--- src/rtl/pp_lr_fill.sv ---
// Left-right consistency check with last-good fill on the reversed-line disparity stream.
// Two clken-qualified register stages: check + line position, then fill selection.
module pp_lr_fill #(
  parameter int DWIDTH       = 22,
  parameter int LR_THRESH    = 1,
  parameter int FILL_DEFAULT = 0
) (
  input  logic              clk,
  input  logic              rst,
  input  logic              clken,
  input  logic              enable,
  input  logic [10:0]       width,
  input  logic              din_valid,
  input  logic [DWIDTH-1:0] din,
  output logic [10:0]       dout,
  output logic              dout_valid,
  output logic              hole,
  output logic              line_done
);

  localparam int PW = 11;
  localparam logic [PW:0]   THRESH = (PW+1)'(LR_THRESH);
  localparam logic [PW-1:0] FILL   = PW'(FILL_DEFAULT);

  logic          acc;
  logic [PW-1:0] pri, chk, last_idx;
  logic [PW:0]   diff;

  logic [PW-1:0] pix_cnt;
  logic          s1_v, s1_ok, s1_last;
  logic [PW-1:0] s1_d;

  logic          seen;
  logic [PW-1:0] last_good;

  assign acc      = clken && enable && din_valid;
  assign pri      = din[2*PW-1:PW];
  assign chk      = din[PW-1:0];
  assign last_idx = width - 11'd1;

  // Magnitude of the difference in 12 bits so 0 vs 2047 cannot wrap to a small value.
  assign diff = (pri >= chk) ? ({1'b0, pri} - {1'b0, chk})
                             : ({1'b0, chk} - {1'b0, pri});

  // NOTE: sequential state uses non-blocking assignments so every register
  // samples the pre-edge values of its neighbours regardless of block order.
  always_ff @(posedge clk or negedge rst) begin
    if (!rst) begin
      pix_cnt <= '0;
      s1_v    <= 1'b0;
      s1_d    <= '0;
      s1_ok   <= 1'b0;
      s1_last <= 1'b0;
    end else if (clken) begin
      s1_v    <= acc;
      s1_d    <= pri;
      s1_ok   <= (diff <= THRESH);
      s1_last <= (pix_cnt == last_idx);
      if (acc) begin
        pix_cnt <= (pix_cnt == last_idx) ? '0 : pix_cnt + 11'd1;
      end
    end
  end

  always_ff @(posedge clk or negedge rst) begin
    if (!rst) begin
      dout       <= '0;
      dout_valid <= 1'b0;
      hole       <= 1'b0;
      line_done  <= 1'b0;
      seen       <= 1'b0;
      last_good  <= '0;
    end else if (clken) begin
      dout_valid <= s1_v;
      line_done  <= s1_v && s1_last;
      if (s1_v) begin
        if (s1_ok) begin
          dout      <= s1_d;
          hole      <= 1'b0;
          last_good <= s1_d;
          seen      <= 1'b1;
        end else begin
          dout <= seen ? last_good : FILL;
          hole <= 1'b1;
        end
        // NOTE: the later assignment wins, so a line end clears seen even
        // when the same pixel was consistent and tried to set it.
        if (s1_last) begin
          seen <= 1'b0;
        end
      end
    end
  end

endmodule
--- config.mk ---
export PLATFORM = sky130hd
export DESIGN_NAME = pp_lr_fill
export DESIGN_NICKNAME = d
export VERILOG_FILES = /design/src/rtl/pp_lr_fill.sv
export SDC_FILE = /design/constraint.sdc
export NUM_CORES = 1
export LEC_CHECK = 0
export ABC_AREA = 1
export BUFFER_PORTS_ARGS = -buffer_cell sky130_fd_sc_hd__buf_2
export CORE_MARGIN = 4
export CORE_UTILIZATION = 50
export DETAILED_ROUTE_END_ITERATION = 6
export PLACE_DENSITY_LB_ADDON = 0.12
export SETUP_SLACK_MARGIN = 0.05
export SKIP_LAST_GASP = 1
export SYNTH_ARGS = -nofsm -noshare
export SYNTH_HDL_FRONTEND = slang
export SYNTH_SLANG_ARGS = --single-unit
export TNS_END_PERCENT = 1
--- constraint.sdc ---
create_clock -name clk -period 2.37 [get_ports clk]
set_input_delay 0.1185 -clock clk [delete_from_list [all_inputs] [get_ports clk]]
set_output_delay 0.1185 -clock clk [all_outputs]
set_load 0.005 [all_outputs]
* Word-level counts from Yosys, hierarchy flattened
Cells that the tools add are included.
Storage, ports and cells: register bits after elaboration 51, bits of input ports 38, output and inout port bits 14, logic and storage cells 33
Operators by class: add/sub/neg operators 4, $lt $le $gt $ge 2, eq/ne operators 1, multiplexer cells 7, reductions and logical operators 8
Operator list (number):
- $mux 11 | 3
- $sub 11x11->12 | 2
- $le 12x1->1 const B | 1
- $mux 12 | 1
- $add 11x1->11 const B | 1
- $eq 11x11->1 | 1
- $ge 11x11->1 | 1
- $sub 11x1->11 const B | 1
- $reduce_and 3->1 | 2
- $reduce_and 2->1 | 2
- $logic_and 1x1->1 | 3
- $mux 1 | 3
- $reduce_bool 2->1 | 1

* Depth between registers and ports, before layout
Gate-level depths: netlist (run 1).
depth in word-level cells 3, mapped depth 18, mapped depth without buffers 17

* Worst setup path before layout (run 1)
Ideal clock, no wire load.
path kind input port to flip-flop, from input port din[11], to register s1_ok, library setup time 0.065 ns, arrival time 1.655 ns, required time 2.305 ns, setup slack 0.649 ns, stages 17, path buffers 0, path through inv_1 -> ha_1 -> inv_1 -> fa_1 -> nand2_1 -> nand3_2 -> nand2_4 -> nand3_4 -> nand2_1 -> nand2_1 -> inv_1 -> nand2_1 -> nand2_1 -> nand2_1 -> nor2_1 -> nand2_1 -> nand2_1
Between the ends: cells in the longest elaborated chain, start to end 3, elaborated cells between the ends (all ways) 5, those cells by class add/sub (2); order compare (2); mux (1)
Ends and longest elaborated chain:
- start: declaration | line 14 | input logic [DWIDTH-1:0] din,
- $sub 11x11->12 (tied with other cells) | line 43 | : ({1'b0, chk} - {1'b0, pri});
- $mux 12 * | line 42 | assign diff = (pri >= chk) ? ({1'b0, pri} - {1'b0, chk})
- $le 12x1->1 * | line 57 | s1_ok <= (diff <= THRESH);
- end signal: assignment | line 57
- end: declaration | line 30 | logic s1_v, s1_ok, s1_last;
Mark *: on every way between the ends. The rest lies on a longest branch, timed or not. A chain may end at the register's enable or synchronous reset.

* Final worst setup path (run 1)
Ends and elaborated chain as after synthesis.

==> parameters.txt, run 1 <==
Parameter                              Value

Outcome
  Run status    complete, no violations

Routing
  Mean number of vias per cell    4.91
  Average wire length per cell after detail routing    11.9 um
  TritonRoute pass-1 iters    6
  Total Wirelength    8.56 mm
  Vias    3537
  Antenna-violating nets left    0
  Initial detailed-routing violation count    172
  DRC errors left    0

Worst setup path
  R2R setup slack    0.65 ns
  Req. time, crit path    2.61 ns
  Largest fanout of any net on the critical path    9
  Terminus of the critical flop-to-flop path    pix_cnt[6]
  Crit path kind    in2reg
  CP Capture Type    flip-flop
  Launch instance of the worst register-to-register path    pix_cnt[0]
  Crit path cell chain    buf_2 > inv_1 > ha_1 > inv_1 > fa_1 > nand2_1 > nand3_2 > nand2_4 > nand3_4 > nand2_1 > nand2_1 > inv_1 > nand2_1 > nand2_1 > nand2_1 > nor2_1 > nand2_1 > nand2_1
  Master of the slowest instance on the critical path    sky130_fd_sc_hd__fa_1
  Worst path most repeated cell    sky130_fd_sc_hd__nand2_1
  Startpoint type of the worst setup path    primary input
  Largest stage delay on the critical path    0.45 ns
  Critical path arrival    1.99 ns
  Number of cells traversed by the worst register-to-register path    11

Min path
  Hold crit path type    in2reg
  Hold path start    din[13]
  Hold Crit Endpoint    s1_d[2]
  WHS Path Cells    3

Synth
  Cell accounting for the most synthesized area    sky130_fd_sc_hd__dfrtp_1
  Count of warnings emitted by yosys    0
  Synthesized flop and latch total    51
  Number of library cell types mapped by synthesis    33
  Post-synth top area share    0.331
  Post-synthesis net count    630
  Predominant post-synthesis flop cell    sky130_fd_sc_hd__dfrtp_1
  Synthesized instance count    566
  Async set or reset register ratio after synthesis    1.00
  Netlist area before placement    3860 um^2
  Sequential cell area fraction in the yosys report    0.331
  Synth area leaders    sky130_fd_sc_hd__dfrtp_1, sky130_fd_sc_hd__nand2_1, sky130_fd_sc_hd__inv_1
  Mean post-synth cell area    6.82 um^2
  Number of enable flip-flop cells after synthesis    0

Job
  # Max-Cap Violations    0

Final layout
  Post-route standard cell area excluding fillers    4360 um^2
  Diodes inserted    0
  Fraction of final layout cells with drive strength greater than 1    0.132
  Number of nets in the final layout    684
  Growth of design area from synthesis to finish    13.0%

Clock tree
  Clock tree from TritonCTS    yes
  CTS H-Tree Depth    2
  Clock input transition at the sequential cells of the worst setup and hold paths    0.09 ns
  Number of buffers inserted during clock tree synthesis    5
  CTS Root Buffer Type    sky130_fd_sc_hd__clkbuf_8
  Sinks on Clock Net    51
  Clock network latency to the later pin of the worst-skew pair    0.30 ns
  Maximum count of clock buffers along a single path    2

STA
  Least-Margin Pin Slew    0.663 ns
  Largest clock skew in the final design    0.00771 ns
  Number of hold violations in the final report    0
  Slack of the critical path    0.623 ns
  Part of the cycle the worst path needs    0.737
  Period minus WS final    1.75 ns
  Slew Viols, Final    0
  Final setup violating endpoints    0
  Highest clock frequency the design can meet    572 MHz
  Max_slew headroom    0.555
  Unrepaired setup endpoints after global routing    no
  Setup tns final    0 ns

Placed design
  Post-DP Area    4230 um^2
  Worst slack after detailed placement    0.279 ns
  Number of port buffers    51
  Final weighted congestion in routability-driven placement    0.956
  Sum of net half-perimeters after detailed placement    6.98 mm

Die
  Core area    7370 um^2
  Std cell rows    31
  Number of placed I/O pins    52
  Starting utilization of the core area    0.523
  Horizontal die dimension    95.8 um
  Area of the die    9180 um^2
  Height of the die    95.8 um

Global route
  Initial antenna violation count    0
  First-pass GRT wire length    14.8 mm
  Via count of the first global-routing pass    3393
  Overflow after GRT    0
  Maximum number of pins on one net before global-route repair    29
  Combined global-route utilization of all metal layers    0.200

Pwr
  Power per cell area    523 nW/um^2
  Lkg Pwr    0.00258 uW
  Maximum VDD drop    0.263 mV
## layout by cell type, fill, tap and decap left out, types with 2 or more instances in the layout
master	count
sky130_fd_sc_hd__xnor2_1	4
sky130_fd_sc_hd__inv_1	108
sky130_fd_sc_hd__clkbuf_8	6
sky130_fd_sc_hd__dfrtp_1	51
sky130_fd_sc_hd__nand2_4	2
sky130_fd_sc_hd__buf_4	3
sky130_fd_sc_hd__nor2_2	5
sky130_fd_sc_hd__o21ai_0	30
sky130_fd_sc_hd__fa_1	2
sky130_fd_sc_hd__buf_2	51
sky130_fd_sc_hd__nand3_1	34
sky130_fd_sc_hd__nand4_1	11
sky130_fd_sc_hd__ha_1	24
sky130_fd_sc_hd__nor2_1	31
sky130_fd_sc_hd__nand3b_1	4
sky130_fd_sc_hd__xor2_1	18
sky130_fd_sc_hd__nand3_2	4
sky130_fd_sc_hd__a21oi_1	15
sky130_fd_sc_hd__nand2_1	189
sky130_fd_sc_hd__o211ai_1	11
sky130_fd_sc_hd__or2_2	2
## timing repair
item / 4_1_cts / 5_1_grt
gates resized for setup: 0 / 0
setup buffers: 0 / 0
hold buffers: 1 / 0
hold endpoints to repair: 17 / 0
## how the worst max path moves through the flow
stage / start / endpoint / slack (ns)
2_1_floorplan: din[11] / s1_ok / 0.65
3_3_place_gp: din[11] / s1_ok / 0.37
3_5_place_dp: din[11] / s1_ok / 0.28
4_1_cts: din[11] / s1_ok / 0.60
5_1_grt: din[11] / s1_ok / 0.39
6_report: din[11] / s1_ok / 0.62
## power by group
group | leakage (uW) | internal, uW | switching [uW]
sequential | 0.000616 | 937 | 67.3
combinational | 0.00190 | 245 | 402
clock | 0.0000618 | 347 | 280
total | 0.00258 | 1530 | 750
## flip-flops by register name (all words and copies together), names as in the netlist
signal      count
dout           11
last_good      11
pix_cnt        11
s1_d           11
dout_valid      1
hole            1
line_done       1
s1_last         1
s1_ok           1
s1_v            1
seen            1
## worst max-delay path: cells and delay by family
family                     cells  cell delay, ns
adders and majority gates      2            0.59
buffers and inverters          4            0.31
and+or+nand+nor               12            0.96
## Yosys cell counts (5+ instances only)
cell type,count
sky130_fd_sc_hd__inv_1,108
sky130_fd_sc_hd__ha_1,24
sky130_fd_sc_hd__nand4_1,11
sky130_fd_sc_hd__a21oi_1,15
sky130_fd_sc_hd__nand3_1,34
sky130_fd_sc_hd__dfrtp_1,51
sky130_fd_sc_hd__nand2_1,189
sky130_fd_sc_hd__clkbuf_1,6
sky130_fd_sc_hd__nor2_2,5
sky130_fd_sc_hd__o21ai_0,30
sky130_fd_sc_hd__nor2_1,31
sky130_fd_sc_hd__xor2_1,18
sky130_fd_sc_hd__o211ai_1,11
## cells by family after synthesis
kind of cell | after synthesis | share of synthesized area
AOI/OAI and AO/OA | 58 | 0.0837
xor gates and xnor gates | 22 | 0.0500
adders and majority gates | 26 | 0.0882
buffers and inverters | 119 | 0.117
DFF | 51 | 0.331
and+or+nand+nor | 290 | 0.331
## area by class of cell
cell class / count / area (um^2)
Sequential cell: 51 / 1280
Timing Repair Buffer: 55 / 288
Tap cell: 99 / 124
Clock buffer: 6 / 82.6
Inverter: 111 / 418
Multi-Input combinational cell: 396 / 2130
Clock inverter: 2 / 38.8
Fill cell: 754 / 3010
## stage by stage
stage / power (uW) / instances / hold WS (ns) / util
after floorplan: 1470 / 566 / -0.177 / -
after global placement: 1650 / 711 / 0.0713 / 0.574
after detailed placement: 1670 / 711 / 0.0740 / 0.574
after CTS: 2300 / 720 / 0.0979 / 0.591
after global routing: 2450 / 720 / 0.128 / 0.591
final: 2280 / 720 / 0.100 / 0.591
## layer usage
layer / track usage / share of wire / up-vias
li1: - / - / 1856
met1: 0.276 / 0.47 / 1583
met5: 0 / 0 / -
met4: 0.0794 / 0.025 / 0
met3: 0.0227 / 0.041 / 18
met2: 0.322 / 0.46 / 80
(Power assumes the default switching activity.)
==> inputs of run 2 (changes only) <==
==> constraint.sdc (replaced) <==
create_clock -name clk -period 1.58 [get_ports clk]
set_input_delay 0.079 -clock clk [delete_from_list [all_inputs] [get_ports clk]]
set_output_delay 0.079 -clock clk [all_outputs]
set_load 0.005 [all_outputs]
==> parameters.txt, run 2 (synthesized netlist as in run 1, its figures left out) <==
Parameter                              Value

STA
  Final setup violating endpoints    9 (+9)
  Highest clock frequency the design can meet    595 MHz
  Period minus WS final    1.68 ns
  Setup tns final    -0.725 ns (-0.725 ns)
  Max_slew headroom    0.579 (+0.0238)
  Slack of the critical path    -0.101 ns (-0.724 ns)
  Least-Margin Pin Slew    0.631 ns (-0.0315 ns)
  Part of the cycle the worst path needs    1.06
  Number of hold violations in the final report    0 (unchanged)
  Unrepaired setup endpoints after global routing    yes
  Largest clock skew in the final design    0.00665 ns (-0.00106 ns)
  Slew Viols, Final    0 (unchanged)

Pwr
  Power per cell area    725 nW/um^2 (+39%)
  Maximum VDD drop    0.358 mV (+36%)
  Lkg Pwr    0.00280 uW (+8.6%)
  Overall power after layout    3470 uW (+52%)

Outcome
  Violations in the final reports    setup timing
  Run status    finished, violations left

Worst setup path
  Crit path kind    reg2reg
  Critical path arrival    1.88 ns (-0.11 ns)
  Crit path cell chain    inv_2 > nand2_2 > nand2_2 > nand3_2 > nand3b_1 > nor2_1 > nand4_1 > nor2_4 > nand3_4 > nand2_1 > inv_1
  Largest fanout of any net on the critical path    5 (-4)
  Startpoint type of the worst setup path    flip-flop
  Req. time, crit path    1.78 ns (-0.83 ns)
  Number of cells traversed by the worst register-to-register path    11 (unchanged)
  Setup crit end    pix_cnt[6]
  Master of the slowest instance on the critical path    sky130_fd_sc_hd__dfrtp_2
  CP Capture Type    flip-flop
  Terminus of the critical flop-to-flop path    pix_cnt[6]
  Worst path most repeated cell    sky130_fd_sc_hd__nand2_2
  R2R setup slack    -0.10 ns (-0.75 ns)
  Largest stage delay on the critical path    0.45 ns (about the same)
  Launch instance of the worst register-to-register path    pix_cnt[0]
  Launch point of the worst path    pix_cnt[0]

Die
  Horizontal die dimension    95.8 um (unchanged)
  Starting utilization of the core area    0.523 (unchanged)
  Std cell rows    31 (unchanged)
  Number of placed I/O pins    52 (unchanged)
  Area of the die    9180 um^2 (unchanged)
  Height of the die    95.8 um (unchanged)
  Core area    7370 um^2 (unchanged)

Routing
  Vias    3778 (+6.8%)
  WL met2    4.59 mm (+16%)
  DRC errors left    0 (unchanged)
  Antenna-violating nets left    0 (unchanged)
  Routed met3 length    398 um (+13%)
  Met1 wire length    4.20 mm (+4.1%)
  Average wire length per cell after detail routing    12.1 um (+1.4%)
  Total Wirelength    9.29 mm (+8.5%)
  TritonRoute pass-1 iters    4 (-2)
  Highest signal layer in the routed design    met4
  Mean number of vias per cell    4.91 (-0.12%)
  Initial detailed-routing violation count    218 (+27%)

Placed design
  Sum of net half-perimeters after detailed placement    7.45 mm (+6.8%)
  Number of port buffers    51 (unchanged)
  Final weighted congestion in routability-driven placement    0.926 (-3.0%)
  Post-DP Area    4600 um^2 (+8.8%)

Global route
  First-pass GRT wire length    15.5 mm (+5.1%)
  Overflow after GRT    0 (unchanged)
  Combined global-route utilization of all metal layers    0.212 (+0.0114)
  Maximum number of pins on one net before global-route repair    52 (+79%)
  Via count of the first global-routing pass    3530 (+4.0%)
  Initial antenna violation count    0 (unchanged)

Clock tree
  Maximum count of clock buffers along a single path    2 (unchanged)
  Clock tree from TritonCTS    yes
  CTS H-Tree Depth    2 (unchanged)
  Number of buffers inserted during clock tree synthesis    5 (unchanged)
  Clock input transition at the sequential cells of the worst setup and hold paths    0.09 ns (about the same)
  Sinks on Clock Net    51 (unchanged)
  Clock network latency to the later pin of the worst-skew pair    0.30 ns (about the same)
  CTS Root Buffer Type    sky130_fd_sc_hd__clkbuf_8

Final layout
  Diodes inserted    0 (unchanged)
  Filler cell count    679 (-9.9%)
  Sequential cell area    1280 um^2 (about the same)
  Number of nets in the final layout    734 (+7.3%)
  Leading cell type in the layout, fill and taps excluded    sky130_fd_sc_hd__nand2_1
  Fraction of final layout cells with drive strength greater than 1    0.221 (+0.0885)
  Post-route standard cell area excluding fillers    4790 um^2 (+9.8%)
  Footprint of the multi-input gates    2200 um^2 (+3.3%)
  Commonest non-fill, non-tap cells in the layout    sky130_fd_sc_hd__nand2_1, sky130_fd_sc_hd__inv_1, sky130_fd_sc_hd__buf_4
  Growth of design area from synthesis to finish    24.1%

Job
  # Max-Cap Violations    0 (unchanged)

Min path
  Hold crit path type    in2reg
==> run 2: routing by layer <==
metal  global-route usage  up-vias
li1                     -     1959
met1                0.281     1735
met2                0.369       74
met3               0.0227       10
met4               0.0533        0
met5                    0        -
==> run 2: how the worst min path moves through the flow <==
stage / from / to / slack, ns / depth (start not counted)
floorplan: rst / dout[0] / -0.22 / 0
global placement: rst / last_good[3] / 0.22 / 2
detailed placement: rst / last_good[3] / 0.22 / 2
CTS: din[16] / s1_d[5] / 0.06 / 3
global route: din[16] / s1_d[5] / 0.06 / 3
finish: din[16] / s1_d[5] / 0.06 / 3
==> run 2: timing repair <==
action,4_1_cts,5_1_grt
hold buffers,1,0
endpoints found under the hold margin,51,0
resized for setup,2,12
gates cloned,1,0
buffers inserted,2,2
endpoints found under the setup margin,10,13
pin swaps,1,3
==> run 2: per-stage QoR <==
stage	hold WS (ns)	util	cells	setup WS [ns]
final	0.0598	0.650	770	-0.101
after global routing	0.0598	0.650	770	-0.245
after CTS	0.0606	0.642	768	-0.0824
after detailed placement	0.220	0.624	756	-0.300
after global placement	0.216	0.624	756	-0.293
after floorplan	-0.217	-	566	0.0269
==> run 2: worst max-delay path: cells and delay by family (launching register included) <==
family / cells / cell delay [ns]
AND/OR/NAND/NOR: 9 / 1.03
flip-flops: 1 / 0.45
buffers and inverters: 2 / 0.11
==> run 2: area by class of cell <==
type / instances / area share
clock buffer: 6 / 0.0173
clock inverter: 2 / 0.00288
inverter: 111 / 0.0904
multi-input combinational: 397 / 0.460
sequential: 51 / 0.267
tap: 99 / 0.0259
timing repair buffer: 104 / 0.137
==> run 2: power by group <==
part           total (uW)  switching [uW]  internal [uW]
Sequential           1510             102           1410
Clock                 780             422            358
Combinational        1180             670            511
Total                3470            1190           2280
==> inputs of run 3 (changes only) <==
--- a/config.mk
+++ b/config.mk
@@ -8,7 +8,7 @@
 export ABC_AREA = 1
 export BUFFER_PORTS_ARGS = -buffer_cell sky130_fd_sc_hd__buf_2
 export CORE_MARGIN = 4
-export CORE_UTILIZATION = 50
+export CORE_UTILIZATION = 45
 export DETAILED_ROUTE_END_ITERATION = 6
 export PLACE_DENSITY_LB_ADDON = 0.12
 export SETUP_SLACK_MARGIN = 0.05
==> parameters.txt, run 3 (synthesized netlist as in run 1, its figures left out) <==
Parameter                              Value

Worst setup path
  Number of buffers and inverters on the critical path    4 (+2)
  Largest stage delay on the critical path    0.42 ns (-0.03 ns)
  Req. time, crit path    1.79 ns (about the same)
  Crit path kind    reg2reg
  CP Capture Type    flip-flop
  Master of the slowest instance on the critical path    sky130_fd_sc_hd__dfrtp_2
  Cell family with the largest share of critical-path delay    simple AND/OR/NAND/NOR gates
  Critical path arrival    1.90 ns (+0.02 ns)
  Startpoint type of the worst setup path    flip-flop
  Crit path cell chain    buf_4 > buf_4 > nand3_1 > nor2_1 > nand4_1 > nor2_1 > nand3_1 > xor2_1 > inv_1 > nand2_1 > inv_1
  Largest fanout of any net on the critical path    5 (unchanged)

Die
  Horizontal die dimension    101 um (+5.0%)
  Starting utilization of the core area    0.467 (-0.0563)
  Height of the die    101 um (+5.0%)
  Std cell rows    33 (+6.5%)
  Number of placed I/O pins    52 (unchanged)
  Core area    8260 um^2 (+12%)
  Area of the die    10100 um^2 (+10%)

STA
  Period minus WS final    1.69 ns (+0.00629 ns)
  Number of hold violations in the final report    0 (unchanged)
  Least-Margin Pin Slew    0.297 ns (-0.334 ns)
  Unrepaired setup endpoints after global routing    yes
  Largest clock skew in the final design    0.0134 ns (+0.00673 ns)
  Part of the cycle the worst path needs    1.07 (+0.00398)
  Slack of the critical path    -0.108 ns (-0.00629 ns)
  Highest clock frequency the design can meet    592 MHz (-0.37%)
  Final setup violating endpoints    9 (unchanged)
  Max_slew headroom    0.802 (+0.223)
  Slew Viols, Final    0 (unchanged)

Final layout
  Leading cell type in the layout, fill and taps excluded    sky130_fd_sc_hd__nand2_1
  Sequential cell area    1280 um^2 (unchanged)
  Diodes inserted    0 (unchanged)
  Number of nets in the final layout    733 (-0.14%)
  Post-route standard cell area excluding fillers    4770 um^2 (-0.31%)
  Footprint of the multi-input gates    2170 um^2 (-1.3%)
  Commonest non-fill, non-tap cells in the layout    sky130_fd_sc_hd__nand2_1, sky130_fd_sc_hd__inv_1, sky130_fd_sc_hd__buf_2
  Filler cell count    849 (+25%)
  Fraction of final layout cells with drive strength greater than 1    0.213 (-0.00713)
  Growth of design area from synthesis to finish    23.7%

Routing
  Initial detailed-routing violation count    88 (-60%)
  Mean number of vias per cell    4.82 (-1.8%)
  WL met2    4.24 mm (-7.6%)
  Average wire length per cell after detail routing    11.8 um (-2.4%)
  Vias    3735 (-1.1%)
  TritonRoute pass-1 iters    4 (unchanged)
  Antenna-violating nets left    0 (unchanged)
  Routed met3 length    262 um (-34%)
  Total Wirelength    9.12 mm (-1.7%)
  Highest signal layer in the routed design    met4
  DRC errors left    0 (unchanged)
  Met1 wire length    4.53 mm (+7.7%)

Clock tree
  Maximum count of clock buffers along a single path    2 (unchanged)
  CTS Root Buffer Type    sky130_fd_sc_hd__clkbuf_8
  Sinks on Clock Net    51 (unchanged)
  Clock network latency to the later pin of the worst-skew pair    0.31 ns (about the same)
  Number of buffers inserted during clock tree synthesis    5 (unchanged)
  Clock input transition at the sequential cells of the worst setup and hold paths    0.11 ns (+0.02 ns)
  Clock tree from TritonCTS    yes
  CTS H-Tree Depth    2 (unchanged)

Outcome
  Run status    finished, violations left
  Violations in the final reports    setup timing

Global route
  Via count of the first global-routing pass    3548 (+0.51%)
  Combined global-route utilization of all metal layers    0.187 (-0.0250)
  Overflow after GRT    0 (unchanged)
  Maximum number of pins on one net before global-route repair    52 (unchanged)
  Initial antenna violation count    0 (unchanged)
  First-pass GRT wire length    15.6 mm (+0.62%)

Placed design
  Worst slack after detailed placement    -0.286 ns (+0.0136 ns)
  Sum of net half-perimeters after detailed placement    7.42 mm (-0.40%)
  Final weighted congestion in routability-driven placement    0.898 (-3.0%)
  Post-DP Area    4630 um^2 (+0.76%)
  Number of port buffers    51 (unchanged)

Pwr
  Overall power after layout    3450 uW (-0.50%)
  Power per cell area    724 nW/um^2 (-0.19%)
  Lkg Pwr    0.00280 uW (about the same)
  Maximum VDD drop    0.398 mV (+11%)

Job
  # Max-Cap Violations    0 (unchanged)

Min path
  Hold crit path type    in2reg
==> run 3: cell count changes in the layout (fill, tap and decap cells not counted), sizes merged <==
cell / delta
buf: -1
clkbuf: -1
clkinv: -1
clkinvlp: +1
inv: +1
==> run 3: what timing repair did <==
action / in CTS / in global routing
gates resized for setup: 2 / 5
buffers inserted: 0 / 1
gates cloned: 1 / 0
endpoints found under the hold margin: 51 / 0
endpoints found under the setup margin: 10 / 13
hold buffers: 1 / 0
pin swaps: 2 / 5
==> run 3: where the power goes <==
group / switching (uW) / internal (uW) / total, uW / leakage (uW)
registers: 100 / 1410 / 1510 / 0.000615
clock network: 466 / 329 / 795 / 0.0000467
logic: 656 / 495 / 1150 / 0.00214
==> run 3: worst paths after layout <==
path / to / cells past startpoint / startpoint / slack (ns)
max in group asynchronous: pix_cnt[0] / 3 / rst / 1.06
max reg2reg: pix_cnt[9] / 11 / pix_cnt[0] / -0.11
max: pix_cnt[9] / 11 / pix_cnt[0] / -0.11
min in group asynchronous: last_good[4] / 3 / rst / 0.26
min reg2reg: dout_valid / 2 / dout_valid / 0.49
min: s1_d[5] / 3 / din[16] / 0.04
==> run 3: per-stage QoR <==
stage | hold slack [ns] | cells | setup TNS [ns] | util
2_1_floorplan | -0.217 | 566 | 0 | -
3_3_place_gp | 0.0878 | 764 | -1.68 | 0.561
3_5_place_dp | 0.0889 | 764 | -2.47 | 0.561
4_1_cts | 0.0249 | 774 | -0.580 | 0.576
5_1_grt | 0.0475 | 775 | -2.40 | 0.578
6_report | 0.0367 | 775 | -0.686 | 0.578
==> run 3: cell type report <==
class | instances | area share
Clock buffer | 5 | 0.0144
Sequential cell | 51 | 0.268
Multi-Input combinational cell | 397 | 0.455
Timing Repair Buffer | 103 | 0.138
Tap cell | 105 | 0.0275
Clock inverter | 3 | 0.00577
Inverter | 111 | 0.0907
==> run 3: worst register-to-register path: cells and delay by family, from the launching register on <==
kind          cells  cell delay (ns)
xor+xnor          1             0.15
simple gates      6             0.72
buf+inv           4             0.31
flops             1             0.42
==> run 3: routing by layer <==
metal / up-vias / track usage
met5: - / 0
met1: 1714 / 0.264
met2: 51 / 0.304
met3: 8 / 0.0194
met4: 0 / 0.0487
li1: 1962 / -
